<file path="src/rtl/ov5640_init_seq.sv">
//==============================================================================
// Module   : ov5640_init_seq
// Brief    : OV5640 power-up sequencer and SCCB register-init ROM walker.
//            Drives PWDN/RESETB timing, then walks a command ROM of
//            {op, reg, val} words issuing SCCB writes and ms delays.
// Options  : define INIT_SEQ_RETRY_EN to re-issue a NACKed write up to
//            MAX_RETRY times before flagging an error.
// Revision : 1.0 - initial release
//==============================================================================
`default_nettype none

module ov5640_init_seq #(
  parameter int TICKS_PER_MS = 50000,
  parameter int ROM_AW       = 8,
  parameter int PWDN_MS      = 1,
  parameter int RST_MS       = 1,
  parameter int BOOT_MS      = 20,
  parameter int MAX_RETRY    = 3
) (
  input  logic              clk_i,
  input  logic              rst_i,
  input  logic              start_i,
  output logic [ROM_AW-1:0] rom_addr_o,
  input  logic [31:0]       rom_data_i,
  output logic              sccb_req_o,
  output logic [15:0]       sccb_reg_o,
  output logic [7:0]        sccb_val_o,
  input  logic              sccb_done_i,
  input  logic              sccb_err_i,
  output logic              cam_pwdn_o,
  output logic              cam_rstn_o,
  output logic              busy_o,
  output logic              done_o,
  output logic              error_o,
  output logic [ROM_AW-1:0] fail_addr_o
);

  typedef enum logic [3:0] {
    S_IDLE   = 4'd0,
    S_PWDN   = 4'd1,
    S_RSTW   = 4'd2,
    S_BOOT   = 4'd3,
    S_FETCH  = 4'd4,
    S_DECODE = 4'd5,
    S_REQ    = 4'd6,
    S_WAIT   = 4'd7,
    S_DELAY  = 4'd8,
    S_DONE   = 4'd9,
    S_ERR    = 4'd10
  } state_t;

  localparam int                TW          = (TICKS_PER_MS > 1) ? $clog2(TICKS_PER_MS) : 1;
  localparam logic [TW-1:0]     C_TICK_LAST = TW'(TICKS_PER_MS - 1);
  localparam logic [15:0]       C_PWDN_LAST = 16'(PWDN_MS - 1);
  localparam logic [15:0]       C_RST_LAST  = 16'(RST_MS - 1);
  localparam logic [15:0]       C_BOOT_LAST = 16'(BOOT_MS - 1);
  localparam logic [7:0]        C_OP_WRITE  = 8'h00;
  localparam logic [7:0]        C_OP_DELAY  = 8'h01;
  localparam logic [7:0]        C_OP_END    = 8'hFF;
  localparam logic [ROM_AW-1:0] C_ADDR_LAST = '1;

  state_t            r_state;
  state_t            w_state_nxt;
  state_t            w_adv_state;
  logic [TW-1:0]     r_tick;
  logic [15:0]       r_ms;
  logic [15:0]       w_ms_target;
  logic              w_tick;
  logic              w_ms_expired;
  logic [15:0]       r_reg;
  logic [7:0]        r_val;
  logic [ROM_AW-1:0] r_addr;
  logic [ROM_AW-1:0] r_fail;
  logic              r_pwdn;
  logic              r_rstn;
  logic              w_retry_exhausted;

  wire logic [7:0]  w_op  = rom_data_i[31:24];
  wire logic [15:0] w_reg = rom_data_i[23:8];
  wire logic [7:0]  w_val = rom_data_i[7:0];

  assign w_tick      = (r_tick == C_TICK_LAST);
  // The last ROM slot finishes the sequence instead of wrapping to 0.
  assign w_adv_state = (r_addr == C_ADDR_LAST) ? S_DONE : S_FETCH;

  // Select the ms count that ends the current timed state.
  always_comb begin
    w_ms_target = 16'd0;
    case (r_state)
      S_PWDN:  w_ms_target = C_PWDN_LAST;
      S_RSTW:  w_ms_target = C_RST_LAST;
      S_BOOT:  w_ms_target = C_BOOT_LAST;
      S_DELAY: w_ms_target = {8'd0, r_val} - 16'd1;
      default: w_ms_target = 16'd0;
    endcase
  end

  assign w_ms_expired = w_tick && (r_ms == w_ms_target);

`ifdef INIT_SEQ_RETRY_EN
  localparam int RW = (MAX_RETRY > 0) ? $clog2(MAX_RETRY + 1) : 1;

  logic [RW-1:0] r_retry;

  assign w_retry_exhausted = (r_retry == RW'(MAX_RETRY));

  // Count consecutive NACKs of the current entry; any ack or restart clears it.
  always_ff @(posedge clk_i) begin
    if (rst_i) begin
      r_retry <= '0;
    end else if ((r_state == S_IDLE || r_state == S_DONE || r_state == S_ERR) && start_i) begin
      r_retry <= '0;
    end else if ((r_state == S_REQ || r_state == S_WAIT) && sccb_done_i) begin
      r_retry <= (sccb_err_i && !w_retry_exhausted) ? r_retry + 1'b1 : '0;
    end
  end
`else
  // Without retry support every NACK is fatal.
  assign w_retry_exhausted = 1'b1;
`endif

  // State register.
  always_ff @(posedge clk_i) begin
    if (rst_i) r_state <= S_IDLE;
    else       r_state <= w_state_nxt;
  end

  // Next-state decode; a retried NACK refetches the same entry so the request drops for a cycle.
  always_comb begin
    w_state_nxt = r_state;
    case (r_state)
      S_IDLE, S_DONE, S_ERR: if (start_i) w_state_nxt = S_PWDN;
      S_PWDN:  if (w_ms_expired) w_state_nxt = S_RSTW;
      S_RSTW:  if (w_ms_expired) w_state_nxt = S_BOOT;
      S_BOOT:  if (w_ms_expired) w_state_nxt = S_FETCH;
      S_FETCH: w_state_nxt = S_DECODE;
      S_DECODE: begin
        case (w_op)
          C_OP_WRITE: w_state_nxt = S_REQ;
          C_OP_DELAY: w_state_nxt = (w_val == 8'd0) ? w_adv_state : S_DELAY;
          C_OP_END:   w_state_nxt = S_DONE;
          default:    w_state_nxt = S_ERR;
        endcase
      end
      S_REQ, S_WAIT: begin
        if (sccb_done_i) begin
          if (!sccb_err_i)            w_state_nxt = w_adv_state;
          else if (w_retry_exhausted) w_state_nxt = S_ERR;
          else                        w_state_nxt = S_FETCH;
        end else begin
          w_state_nxt = S_WAIT;
        end
      end
      S_DELAY: if (w_ms_expired) w_state_nxt = w_adv_state;
      default: w_state_nxt = S_IDLE;
    endcase
  end

  // Delay counters, ROM pointer, latched command and camera pins.
  always_ff @(posedge clk_i) begin
    if (rst_i) begin
      r_tick <= '0;
      r_ms   <= '0;
      r_reg  <= '0;
      r_val  <= '0;
      r_addr <= '0;
      r_fail <= '0;
      r_pwdn <= 1'b1;
      r_rstn <= 1'b0;
    end else begin
      if (w_state_nxt != r_state) begin
        r_tick <= '0;
        r_ms   <= '0;
      end else if (w_tick) begin
        r_tick <= '0;
        r_ms   <= r_ms + 16'd1;
      end else begin
        r_tick <= r_tick + 1'b1;
      end

      case (r_state)
        S_IDLE, S_DONE, S_ERR: begin
          if (start_i) begin
            r_addr <= '0;
            r_pwdn <= 1'b1;
            r_rstn <= 1'b0;
          end
        end
        S_PWDN: if (w_ms_expired) r_pwdn <= 1'b0;
        S_RSTW: if (w_ms_expired) r_rstn <= 1'b1;
        S_DECODE: begin
          r_reg <= w_reg;
          r_val <= w_val;
          if (w_state_nxt == S_ERR)   r_fail <= r_addr;
          if (w_state_nxt == S_FETCH) r_addr <= r_addr + 1'b1;
        end
        S_REQ, S_WAIT: begin
          if (sccb_done_i) begin
            if (sccb_err_i) begin
              if (w_state_nxt == S_ERR) r_fail <= r_addr;
            end else if (w_state_nxt == S_FETCH) begin
              r_addr <= r_addr + 1'b1;
            end
          end
        end
        S_DELAY: if (w_state_nxt == S_FETCH) r_addr <= r_addr + 1'b1;
        default: ;
      endcase
    end
  end

  assign rom_addr_o  = r_addr;
  assign fail_addr_o = r_fail;
  assign sccb_reg_o  = r_reg;
  assign sccb_val_o  = r_val;
  assign sccb_req_o  = (r_state == S_REQ) || (r_state == S_WAIT);
  assign cam_pwdn_o  = r_pwdn;
  assign cam_rstn_o  = r_rstn;
  assign busy_o      = !(r_state == S_IDLE || r_state == S_DONE || r_state == S_ERR);
  assign done_o      = (r_state == S_DONE);
  assign error_o     = (r_state == S_ERR);

endmodule

`default_nettype wire

</file>
<file path="config.mk">
export PLATFORM = sky130hd
export DESIGN_NAME = ov5640_init_seq
export DESIGN_NICKNAME = d
export VERILOG_FILES = /design/src/rtl/ov5640_init_seq.sv
export SDC_FILE = /design/constraint.sdc
export NUM_CORES = 1
export LEC_CHECK = 0
export ABC_AREA = 0
export BUFFER_PORTS_ARGS = -buffer_cell sky130_fd_sc_hd__buf_2
export CAP_MARGIN = 20
export CORE_MARGIN = 8
export CORE_UTILIZATION = 41
export DETAILED_ROUTE_END_ITERATION = 8
export PLACE_DENSITY = 0.62
export RECOVER_POWER = 50
export SLEW_MARGIN = 15
export SYNTH_ARGS = -nofsm -noshare
export SYNTH_HDL_FRONTEND = slang
export SYNTH_SLANG_ARGS = --single-unit
</file>
<file path="constraint.sdc">
create_clock -name clk_i -period 6.3 [get_ports clk_i]
set_input_delay 0.63 -clock clk_i [delete_from_list [all_inputs] [get_ports clk_i]]
set_output_delay 0.63 -clock clk_i [all_outputs]
set_load 0.02 [all_outputs]
</file>
# Yosys cells after proc, flatten, opt, wreduce, memory -nomap -nowiden
# Cells that the tools add are included.
# totals
reg_bits	78
latch_bits	0
mem_bits_rw	0
rom_bits	0
input_bits	37
output_inout_bits	46
word_cells	85
n_memories	0
# op_classes
addsub	4
multipliers	0
div_mod_pow	0
magnitude_cmp	0
eq_ne	24
shift	0
mux	27
n_bitwise	0
n_reduce_logical	21
# op_table
operator	count
$mux 8	7
$mux 4	9
$add 16x1->16 const B	2
$pmux 16 s2	1
$pmux 4 s8	1
$pmux 8 s3	1
$eq 4x3->1 const B	5
$eq 16x16->1	1
$eq 16x16->1 const B	1
$eq 4x4->1 const B	4
$eq 8x8->1 const B	2
$logic_not 8->1	2
$pmux 8 s2	1
$ne 2x2->1 const B	6
$pmux 4 s3	1
$reduce_and 3->1	3
$sub 8x1->9 const B	1
$add 8x1->8 const B	1
$eq 4x2->1 const B	2
$eq 8x1->1 const B	1
$reduce_bool 2->1	3
$reduce_or 2->1	3
$reduce_or 3->1	2
$eq 4x1->1 const B	1
other kinds (9)	15

# Logic depth before layout (Yosys ltp)
# Gate-level depths: netlist of the first run.
# logic_depth
ltp_word	11
mapped_depth	13
mapped_depth_nobuf	11

# Worst setup path after synthesis of the first run
# No wires, ideal clock.
# synth_timing
path_kind	register -> register
startpoint	register r_val[3], in the netlist sccb_val_o[3]
endpoint	register r_addr[0], in the netlist rom_addr_o[0]
setup_ns	0.070
t_arrival_ns	3.280
t_required_ns	6.230
slack_ns	2.950
stages_incl_launch_ff	12
path_buffers	3
period_less_slack_ns	3.350
cell_sequence	dfxtp_1 > buf_6 > or4_4 > or3_1 > and2_1 > o311a_1 > or2_1 > buf_6 > a211o_1 > buf_6 > or4b_1 > a21oi_1
# synth_via
elab_chain_len	11
elab_cells_between_ends	14
classes_between	add/sub (1); eq/ne (2); mux (10); reduce/logical (1)
# synth_lines
item	line_no	source
start, declared	71	logic [7:0] r_val;
start signal, assigned	193	r_val <= w_val;
$sub 8x1->9 *	93	S_DELAY: w_ms_target = {8'd0, r_val} - 16'd1;
$pmux 16 s2 *	89	case (r_state)
$eq 16x16->1 *	98	assign w_ms_expired = w_tick && (r_ms == w_ms_target);
$logic_and 1x1->1 *	98	
$mux 4, on equally long branches	n/a	
$pmux 4 s8 *	131	case (r_state)
$eq 4x3->1 *	195, 201, 206	
$mux 8 *	n/a	
$mux 8 (2 in a row)	n/a	
$pmux 8 s3 *	n/a	
end signal, assigned	195	if (w_state_nxt == S_FETCH) r_addr <= r_addr + 1'b1;
end signal, assigned	202	r_addr <= r_addr + 1'b1;
end signal, assigned	206	S_DELAY: if (w_state_nxt == S_FETCH) r_addr <= r_addr + 1'b1;
end, declared	72	logic [ROM_AW-1:0] r_addr;
# Every way passes the cells marked *; elsewhere a longest branch is shown, timed or not. The select of a mux whose other input is x is not followed.
# A chain may end at the register's enable or synchronous reset.

# Worst setup path after layout of the first run
# layout_timing
startpoint	register r_state[1]
endpoint	register r_ms[9]
# layout_via
elab_chain_len	8
elab_cells_between_ends	24
classes_between	eq/ne (12); mux (7); reduce/logical (5)
# layout_lines
item	line_no	source
start, declared	62	state_t r_state;
start signal, assigned	125	else r_state <= w_state_nxt;
$eq 4x4->1 or $eq 4x2->1 (tied branches)	89, 131	
$pmux 16 s2	89	
$eq 16x16->1	98	
$logic_and 1x1->1	98	
$mux 4, on equally long branches	n/a	
$pmux 4 s8	131	
$ne 4x4->1 *	171	if (w_state_nxt != r_state) begin
$reduce_or 2->1 (no source line) *	n/a	
end signal, assigned	176	r_ms <= r_ms + 16'd1;
end, declared	66	logic [15:0] r_ms;
# Every way passes the cells marked *; elsewhere a longest branch is shown, timed or not.

==> Flow_metrics.wiki, run 1 <==
{| class="wikitable"
! Metric !! Value
|-
| Leading cell type in the layout, fill and taps excluded || sky130_fd_sc_hd__nand2_1
|-
| Root Buffer Master || sky130_fd_sc_hd__clkbuf_8
|-
| PwrDens || around 190 nW/um^2
|-
| Fraction of power consumed by combinational cells || 0.054
|-
| CP Capture Type || flop
|-
| Pin count of the biggest net entering global routing || 50
|-
| Part of the power in registers || 0.544
|-
| Number of top-level pins || 83
|-
| Post-detailed-route via-to-cell ratio || between 5 and 6
|-
| GRT Resource Usage Total || 0.153
|-
| Maximum number of buffers from clock root to sink || 2
|-
| Via count of the first global-routing pass || between 3k and 4k
|-
| Number of cell rows || 36
|-
| Transition at the pin with the smallest max-transition slack || 1.50 ns
|-
| Path category of the worst min-delay check || reg -> reg
|-
| Signal arrival time at the worst endpoint || 4.59 ns
|-
| Number of diodes added for antenna fixing || 0
|-
| Initial drt markers || roughly 170
|-
| Sequential element share of the synthesized area || 0.380
|-
| Run status || finished with violations
|-
| Hold-critical path depth || 2
|-
| Worst-skew pair later-pin latency || roughly 0.35 ns
|-
| Die Footprint || 13500 um^2
|-
| Final routed wirelength across all metal layers || ~10000 um
|-
| Logic depth of the worst path, buffers included || 8
|-
| Slew headroom || -0.000554
|-
| P&R area growth vs syn || 14.6%
|-
| Unique cell type count in the Yosys netlist || just under 60
|-
| Path type of the worst setup path || reg -> reg
|-
| Die extent in x || 116 um
|-
| Number of nets with antenna violations after routing || 0
|-
| Worst Min Path Start || sccb_reg_o[15]
|-
| Number of buffers added on ports || 82
|-
| Pleak || 1.61 nW
|-
| Remaining DRCs || 0
|-
| Number of flops mapped to enable cells by yosys || 0
|-
| Met1 wire length || between 4000 and 5000 um
|-
| Routed length on met3 || 576 um
|-
| Total negative setup slack || 0 ns
|-
| End of the worst register-to-register path || r_ms[9]
|-
| Switching share of power || 0.219
|-
| Detailed-route wire length per cell || ~14 um
|-
| Max IR drop VDD || between 0.1 and 0.15 mV
|-
| # Post-CTS Setup Buffers || 0
|-
| Number of instances in the synthesized netlist || roughly 520
|-
| Mapped Area || a little over 4000 um^2
|-
| Post-route clock skew || 0.00946 ns
|-
| Fmax achieved || between 0.2 and 0.25 GHz
|-
| Routability cong. || ~0.90
|-
| Final Hold Violating Endpoints || 0
|-
| Clock input transition at the sequential cells of the worst setup and hold paths || around 0.070 ns
|-
| Crit Path Max Fanout || 32
|-
| Failing checks || capacitance limit, slew limit
|-
| Main flop type after synthesis || sky130_fd_sc_hd__dfxtp_1
|-
| Post-CTS Hold Fix Bufs || 0
|-
| Resized cells post-CTS || 0
|-
| Placed cell count || 711
|-
| Number of buffers created by CTS || 9
|-
| Syn avg cell area || around 7.9 um^2
|-
| Synth Net Count || roughly 560
|-
| Grt ovf || 0
|-
| Share of total power in the clock network || 0.403
|-
| CTS H-tree depth || 3
|-
| Sum of met2 wire segment lengths after detailed routing || ~4800 um
|-
| Sequence of cells on the critical path || nand2b_1 -> or2_0 -> o32ai_1 -> a211oi_1 -> a22oi_1 -> o21ai_0 -> a211o_1 -> nor2_1
|-
| Antenna violations before repair || 0
|-
| Critical path required time || about 6.5 ns
|-
| Final slew viol count || 28
|-
| Non-filler cells, final || between 700 and 800
|-
| Delay of the slowest cell on the worst path || between 1 and 1.5 ns
|-
| Startpoint of the worst-slack reg-to-reg timing path || r_state[1]
|-
| Setup repair after global routing missed its margin || no
|-
| Leading post-synthesis cells by cell area || sky130_fd_sc_hd__dfxtp_1 (38%), sky130_fd_sc_hd__nand2_1 (7.7%), sky130_fd_sc_hd__a21oi_1 (4.9%)
|-
| Final period util || 0.699
|-
| Post-synthesis sequential element count || approximately 80
|-
| Internal reg-to-reg setup slack || about 1.9 ns
|-
| Starting density of the core || 0.421
|-
| Area leader, netlist || sky130_fd_sc_hd__dfxtp_1
|-
| Buffers plus inverters on the worst setup path || 0
|-
| Internal power component || ~0.72 mW
|-
| Setup-failing EPs final || 0
|-
| Post-layout min period || about 4.4 ns
|-
| Slowest cell on the critical path || sky130_fd_sc_hd__or2_0
|-
| Path depth of the worst reg2reg path || 8
|-
| Placed wire-length estimate || 7340 um
|-
| Core footprint || roughly 9800 um^2
|-
| Cell family contributing the most delay on the critical path || compound AO/OA/AOI/OAI gates
|-
| Number of clock sinks seen by CTS || 78
|-
| Iteration count of the initial detailed-routing pass || 5
|-
| Startpoint class of the critical path || flop
|-
| Die span in y || around 120 um
|-
| Number of warning messages in the yosys log || 0
|-
| Uppermost routed layer || met4
|-
| Number of nets at the end of the flow || 630
|-
| Share of flip-flops with an asynchronous set or reset || 0
|-
| CTS tree || done
|-
| Global-route wire length before repair || 16800 um
|-
| Share of the synthesized area in the top cell type || 0.380
|-
| Share of layout cells above drive strength 1 || 0.108
|-
| Hold path endpoint || sccb_reg_o[15]
|-
| Max-capacitance violation count || 1
|-
| Highest-count cells in the layout ignoring fill and taps || sky130_fd_sc_hd__nand2_1 (84), sky130_fd_sc_hd__dfxtp_1 (78), sky130_fd_sc_hd__nor2_1 (48)
|-
| Sw Pwr || between 0.2 and 0.25 mW
|-
| Number of vias after detailed routing || ~3.8k
|}
## per-layer routing
layer	up-vias	track usage
li1	1957	-
met1	1755	0.185
met2	102	0.247
met3	12	0.0600
met4	0	0.0406
met5	-	0
## cells by family (layout without fill, tap and decap cells)
| family | count (synthesis) | count (layout) | synth area share |
|---|---|---|---|
| adder cells (fa/ha/maj) | 4 | 4 | 0.0122 |
| buffers and inverters | 43 | 113 | 0.0459 |
| AND/OR/NAND/NOR | 259 | 259 | 0.316 |
| multiplexers | 15 | 15 | 0.0368 |
| flip-flops | 78 | 78 | 0.380 |
| AO/OA/AOI/OAI | 89 | 89 | 0.134 |
| XOR/XNOR | 34 | 34 | 0.0758 |
## power groups by stage
| stage | Sequential (mW) | Clock [mW] | Combinational, mW |
|---|---|---|---|
| after detailed placement | 0.510 | 0 | 0.0488 |
| after global routing | 0.498 | 0.406 | 0.0553 |
| after global placement | 0.509 | 0 | 0.0480 |
| after floorplan | 0.508 | 0 | 0.0313 |
| after CTS | 0.498 | 0.383 | 0.0491 |
| final | 0.498 | 0.369 | 0.0491 |
## per-stage QoR
| stage | hold slack (ns) | power (mW) | area (um^2) | setup WS, ns | util |
|---|---|---|---|---|---|
| 3_3_place_gp | 0.439 | 0.557 | 4570 | 2.72 | 0.468 |
| 3_5_place_dp | 0.445 | 0.558 | 4570 | 2.54 | 0.468 |
| 6_report | 0.455 | 0.916 | 4710 | 1.90 | 0.482 |
| 2_1_floorplan | 0.432 | 0.539 | 4110 | 2.95 | - |
| 5_1_grt | 0.486 | 0.959 | 4710 | 1.30 | 0.482 |
| 4_1_cts | 0.456 | 0.930 | 4760 | 2.50 | 0.487 |
## synth_stat cells, types with 2 or more instances
cell type,instances
sky130_fd_sc_hd__nand2_1,84
sky130_fd_sc_hd__dfxtp_1,78
sky130_fd_sc_hd__nor2_1,48
sky130_fd_sc_hd__a21oi_1,40
sky130_fd_sc_hd__nand2b_1,22
sky130_fd_sc_hd__clkbuf_1,20
sky130_fd_sc_hd__nand3_1,20
sky130_fd_sc_hd__xor2_1,18
sky130_fd_sc_hd__nor3_1,17
sky130_fd_sc_hd__o21ai_0,17
sky130_fd_sc_hd__xnor2_1,15
sky130_fd_sc_hd__inv_1,14
sky130_fd_sc_hd__mux2i_1,14
sky130_fd_sc_hd__nand4_1,13
sky130_fd_sc_hd__and3_1,10
sky130_fd_sc_hd__nor4_1,10
sky130_fd_sc_hd__nor2b_1,5
sky130_fd_sc_hd__or3_1,5
sky130_fd_sc_hd__a211o_1,4
sky130_fd_sc_hd__buf_1,4
sky130_fd_sc_hd__ha_1,4
sky130_fd_sc_hd__nor3b_1,4
sky130_fd_sc_hd__or4_1,4
sky130_fd_sc_hd__a211oi_1,3
sky130_fd_sc_hd__a31oi_1,3
sky130_fd_sc_hd__buf_6,3
sky130_fd_sc_hd__o31ai_1,3
sky130_fd_sc_hd__or4b_1,3
sky130_fd_sc_hd__a21boi_1,2
sky130_fd_sc_hd__a22oi_1,2
sky130_fd_sc_hd__and4_1,2
sky130_fd_sc_hd__nor4bb_1,2
sky130_fd_sc_hd__o221a_2,2
sky130_fd_sc_hd__o221ai_1,2
sky130_fd_sc_hd__or2_2,2
## how the worst max path moves through the flow
stage	startpoint	end	slack (ns)
after detailed placement	r_state[3]	r_ms[9]	2.54
after CTS	r_state[3]	r_ms[9]	2.50
after floorplan	sccb_val_o[3]	rom_addr_o[0]	2.95
after global placement	r_state[3]	rom_addr_o[1]	2.72
after global routing	r_state[1]	r_ms[9]	1.30
final	r_state[1]	r_ms[9]	1.90
## sequential cells by signal (all words and copies together) (netlist names)
register	flops
rom_addr_o	8
sccb_val_o	8
r_tick	16
cam_rstn_o	1
r_state	4
r_ms	16
fail_addr_o	8
cam_pwdn_o	1
sccb_reg_o	16
## worst min-delay path, cell delays in order, from the launching register on
cell and delay, ns:
sky130_fd_sc_hd__dfxtp_1 0.31, sky130_fd_sc_hd__nand2_1 0.05, sky130_fd_sc_hd__a21oi_1 0.05
## area by class of cell
type                            count  area (um^2)
Timing Repair Buffer               85          380
Sequential cell                    78         1560
Clock buffer                       13          159
Multi-Input combinational cell    401         2360
Tap cell                          133          166
Fill cell                        1001         5060
Clock inverter                      1         30.0
Inverter                           14         52.6
No activity file was read; power rests on OpenSTA's default activity.
==> run 2, diff against run 1 <==
--- a/config.mk
+++ b/config.mk
@@ -11,7 +11,7 @@
 export CORE_MARGIN = 8
 export CORE_UTILIZATION = 41
 export DETAILED_ROUTE_END_ITERATION = 8
-export PLACE_DENSITY = 0.62
+export PLACE_DENSITY = 0.65
 export RECOVER_POWER = 50
 export SLEW_MARGIN = 15
 export SYNTH_ARGS = -nofsm -noshare
==> constraint.sdc (replaced) <==
create_clock -name clk_i -period 3.9 [get_ports clk_i]
set_input_delay 0.39 -clock clk_i [delete_from_list [all_inputs] [get_ports clk_i]]
set_output_delay 0.39 -clock clk_i [all_outputs]
set_load 0.02 [all_outputs]
==> run 2 against run 1 <==
Total power grew 61%; hold slack lost 0.20 ns; the run now ends clean; via count grew 1.5%; worst setup slack lost 1.5 ns; register-to-register slack lost 1.5 ns; count of clock-buffer cells in the layout shrank 1; first-iteration DRC count grew 5.8%.
==> Flow_metrics.wiki, run 2 (same netlist as run 1, synthesis figures left out) <==
{| class="wikitable"
! Metric !! Value
|-
| Post-layout min period || 3.55 ns
|-
| Detailed-route wire length per cell || roughly 14 um
|-
| Critical path required time || 4.19 ns
|-
| Resized cells post-CTS || 0
|-
| CTS tree || done
|-
| Setup repair after global routing missed its margin || no
|-
| # Post-CTS Setup Buffers || 0
|-
| Number of vias after detailed routing || slightly below 4k
|-
| Worst-skew pair later-pin latency || 0.36 ns
|-
| Final Hold Violating Endpoints || 0
|-
| Switching share of power || 0.243
|-
| P&R area growth vs syn || 15.9%
|-
| GRT Resource Usage Total || 0.158
|-
| Share of layout cells above drive strength 1 || 0.125
|-
| Startpoint of the worst-slack reg-to-reg timing path || r_state[1]
|-
| Hold-critical path depth || 3
|-
| Max IR drop VDD || between 0.1 and 0.15 mV
|-
| Die Footprint || roughly 13000 um^2
|-
| Remaining DRCs || 0
|-
| Sw Pwr || 0.359 mW
|-
| Die extent in x || between 100 and 150 um
|-
| Final slew viol count || 0
|-
| Number of buffers created by CTS || 9
|-
| Starting density of the core || 0.421
|-
| Internal reg-to-reg setup slack || roughly 0.35 ns
|-
| End of the worst register-to-register path || rom_addr_o[1]
|-
| Run status || completed
|-
| Maximum number of buffers from clock root to sink || 2
|-
| Number of nets at the end of the flow || 637
|-
| Antenna violations before repair || 0
|-
| Instance area after placement || 4630 um^2
|-
| Path type of the worst setup path || reg -> reg
|-
| Hold path endpoint || sccb_reg_o[11]
|-
| Internal power component || 1.12 mW
|-
| PwrDens || 310 nW/um^2
|-
| Via count of the first global-routing pass || around 3.7k
|-
| Crit Path Max Fanout || 20
|-
| Number of clock sinks seen by CTS || 78
|-
| Post-detailed-route via-to-cell ratio || between 5 and 6
|-
| Grt ovf || 0
|-
| Core footprint || roughly 9800 um^2
|-
| Startpoint class of the critical path || flop
|-
| CTS H-tree depth || 3
|-
| Final routed wirelength across all metal layers || around 10000 um
|-
| Path category of the worst min-delay check || in -> reg
|-
| Number of top-level pins || 83
|-
| Number of buffers added on ports || 82
|-
| Routability cong. || slightly below 0.9
|-
| Die span in y || around 120 um
|-
| Post-route clock skew || 0.0118 ns
|-
| Number of cell rows || 36
|-
| Placed wire-length estimate || around 7600 um
|-
| Final core utilization || 0.487
|-
| Fraction of power consumed by combinational cells || 0.058
|-
| Part of the power in registers || 0.543
|-
| Initial drt markers || 183
|-
| CP Capture Type || flop
|-
| Pleak || 1.65 nW
|-
| Worst Min Path Start || rom_data_i[19]
|-
| Setup-failing EPs final || 0
|-
| Clock input transition at the sequential cells of the worst setup and hold paths || about 0.090 ns
|-
| Fmax achieved || ~0.28 GHz
|-
| Transition at the pin with the smallest max-transition slack || a little under 0.9 ns
|-
| Highest-count cells in the layout ignoring fill and taps || sky130_fd_sc_hd__nand2_1 (84), sky130_fd_sc_hd__dfxtp_1 (78), sky130_fd_sc_hd__nor2_1 (48)
|-
| Power Total || between 1 and 1.5 mW
|-
| Path depth of the worst reg2reg path || 11
|-
| Final period util || 0.909
|-
| Hold slack final || 0.257 ns
|-
| Slew headroom || 0.408
|-
| Pin count of the biggest net entering global routing || 50
|-
| Iteration count of the initial detailed-routing pass || 4
|-
| Critical path startpoint || r_state[1]
|-
| Number of diodes added for antenna fixing || 0
|-
| Signal arrival time at the worst endpoint || 3.84 ns
|-
| Max-capacitance violation count || 0
|-
| Post-CTS Hold Fix Bufs || 0
|-
| Total negative setup slack || 0 ns
|-
| Share of total power in the clock network || 0.400
|-
| Total non-filler cell area in the finished layout || about 4800 um^2
|-
| Number of nets with antenna violations after routing || 0
|-
| Root Buffer Master || sky130_fd_sc_hd__clkbuf_8
|-
| Global-route wire length before repair || 17400 um
|-
| Leading cell type in the layout, fill and taps excluded || sky130_fd_sc_hd__nand2_1
|}
run 2: cell count changes in the layout (fill, tap and decap cells not counted):
cell                         before  now
sky130_fd_sc_hd__bufinv_16        1    0
sky130_fd_sc_hd__clkbuf_8        11   12
sky130_fd_sc_hd__or2_2            1    2
sky130_fd_sc_hd__or2_0            1    0
sky130_fd_sc_hd__inv_6            0    1
sky130_fd_sc_hd__buf_4            3    9
sky130_fd_sc_hd__clkinv_2         0    1
sky130_fd_sc_hd__clkinvlp_4       0    2
sky130_fd_sc_hd__clkbuf_1        44   43
run 2: cell type report:
class / count / area, um^2
fillers: 1013 / 5010
flip-flops and latches: 78 / 1560
well taps: 133 / 166
multi-input cells: 401 / 2360
clock buffers: 12 / 165
clock inverters: 4 / 28.8
inverters: 14 / 52.6
repair buffers: 92 / 429
run 2: how the worst max path moves through the flow:
stage / endpoint / depth (start not counted)
6_report: rom_addr_o[1] / 11
5_1_grt: rom_addr_o[0] / 11
4_1_cts: rom_addr_o[1] / 8
3_5_place_dp: rom_addr_o[1] / 8
3_3_place_gp: rom_addr_o[1] / 8
2_1_floorplan: rom_addr_o[0] / 11
run 2: metrics by stage:
step,std cells,setup slack [ns]
floorplan,522,0.550
global placement,718,0.572
detailed placement,718,0.474
CTS,734,0.466
global route,734,0.169
finish,734,0.353
run 2: layer usage:
layer	share of wire	vias up	GRT usage
met2	0.49	104	0.266
met3	0.050	10	0.0393
met1	0.44	1795	0.189
met5	0	-	0
met4	0.014	0	0.0657
li1	-	1973	-
run 2: worst max-delay path, stage by stage, from the launching register on:
cell and delay [ns]:
sky130_fd_sc_hd__dfxtp_1 0.31, sky130_fd_sc_hd__clkbuf_1 0.35, sky130_fd_sc_hd__nor4b_2 0.36, sky130_fd_sc_hd__buf_4 0.18
sky130_fd_sc_hd__nand4_1 0.13, sky130_fd_sc_hd__mux2i_1 0.16, sky130_fd_sc_hd__nor4_1 0.26, sky130_fd_sc_hd__nand4_1 0.21
sky130_fd_sc_hd__or2_1 0.35, sky130_fd_sc_hd__a211o_1 0.47, sky130_fd_sc_hd__or4b_1 0.54, sky130_fd_sc_hd__a21oi_1 0.15
run 2: power groups by stage:
stage	clock [mW]	combinational, mW	sequential (mW)
5_1_grt	0.643	0.0954	0.802
3_5_place_dp	0	0.0851	0.820
3_3_place_gp	0	0.0834	0.820
6_report	0.590	0.0856	0.801
4_1_cts	0.613	0.0854	0.801
2_1_floorplan	0	0.0505	0.820
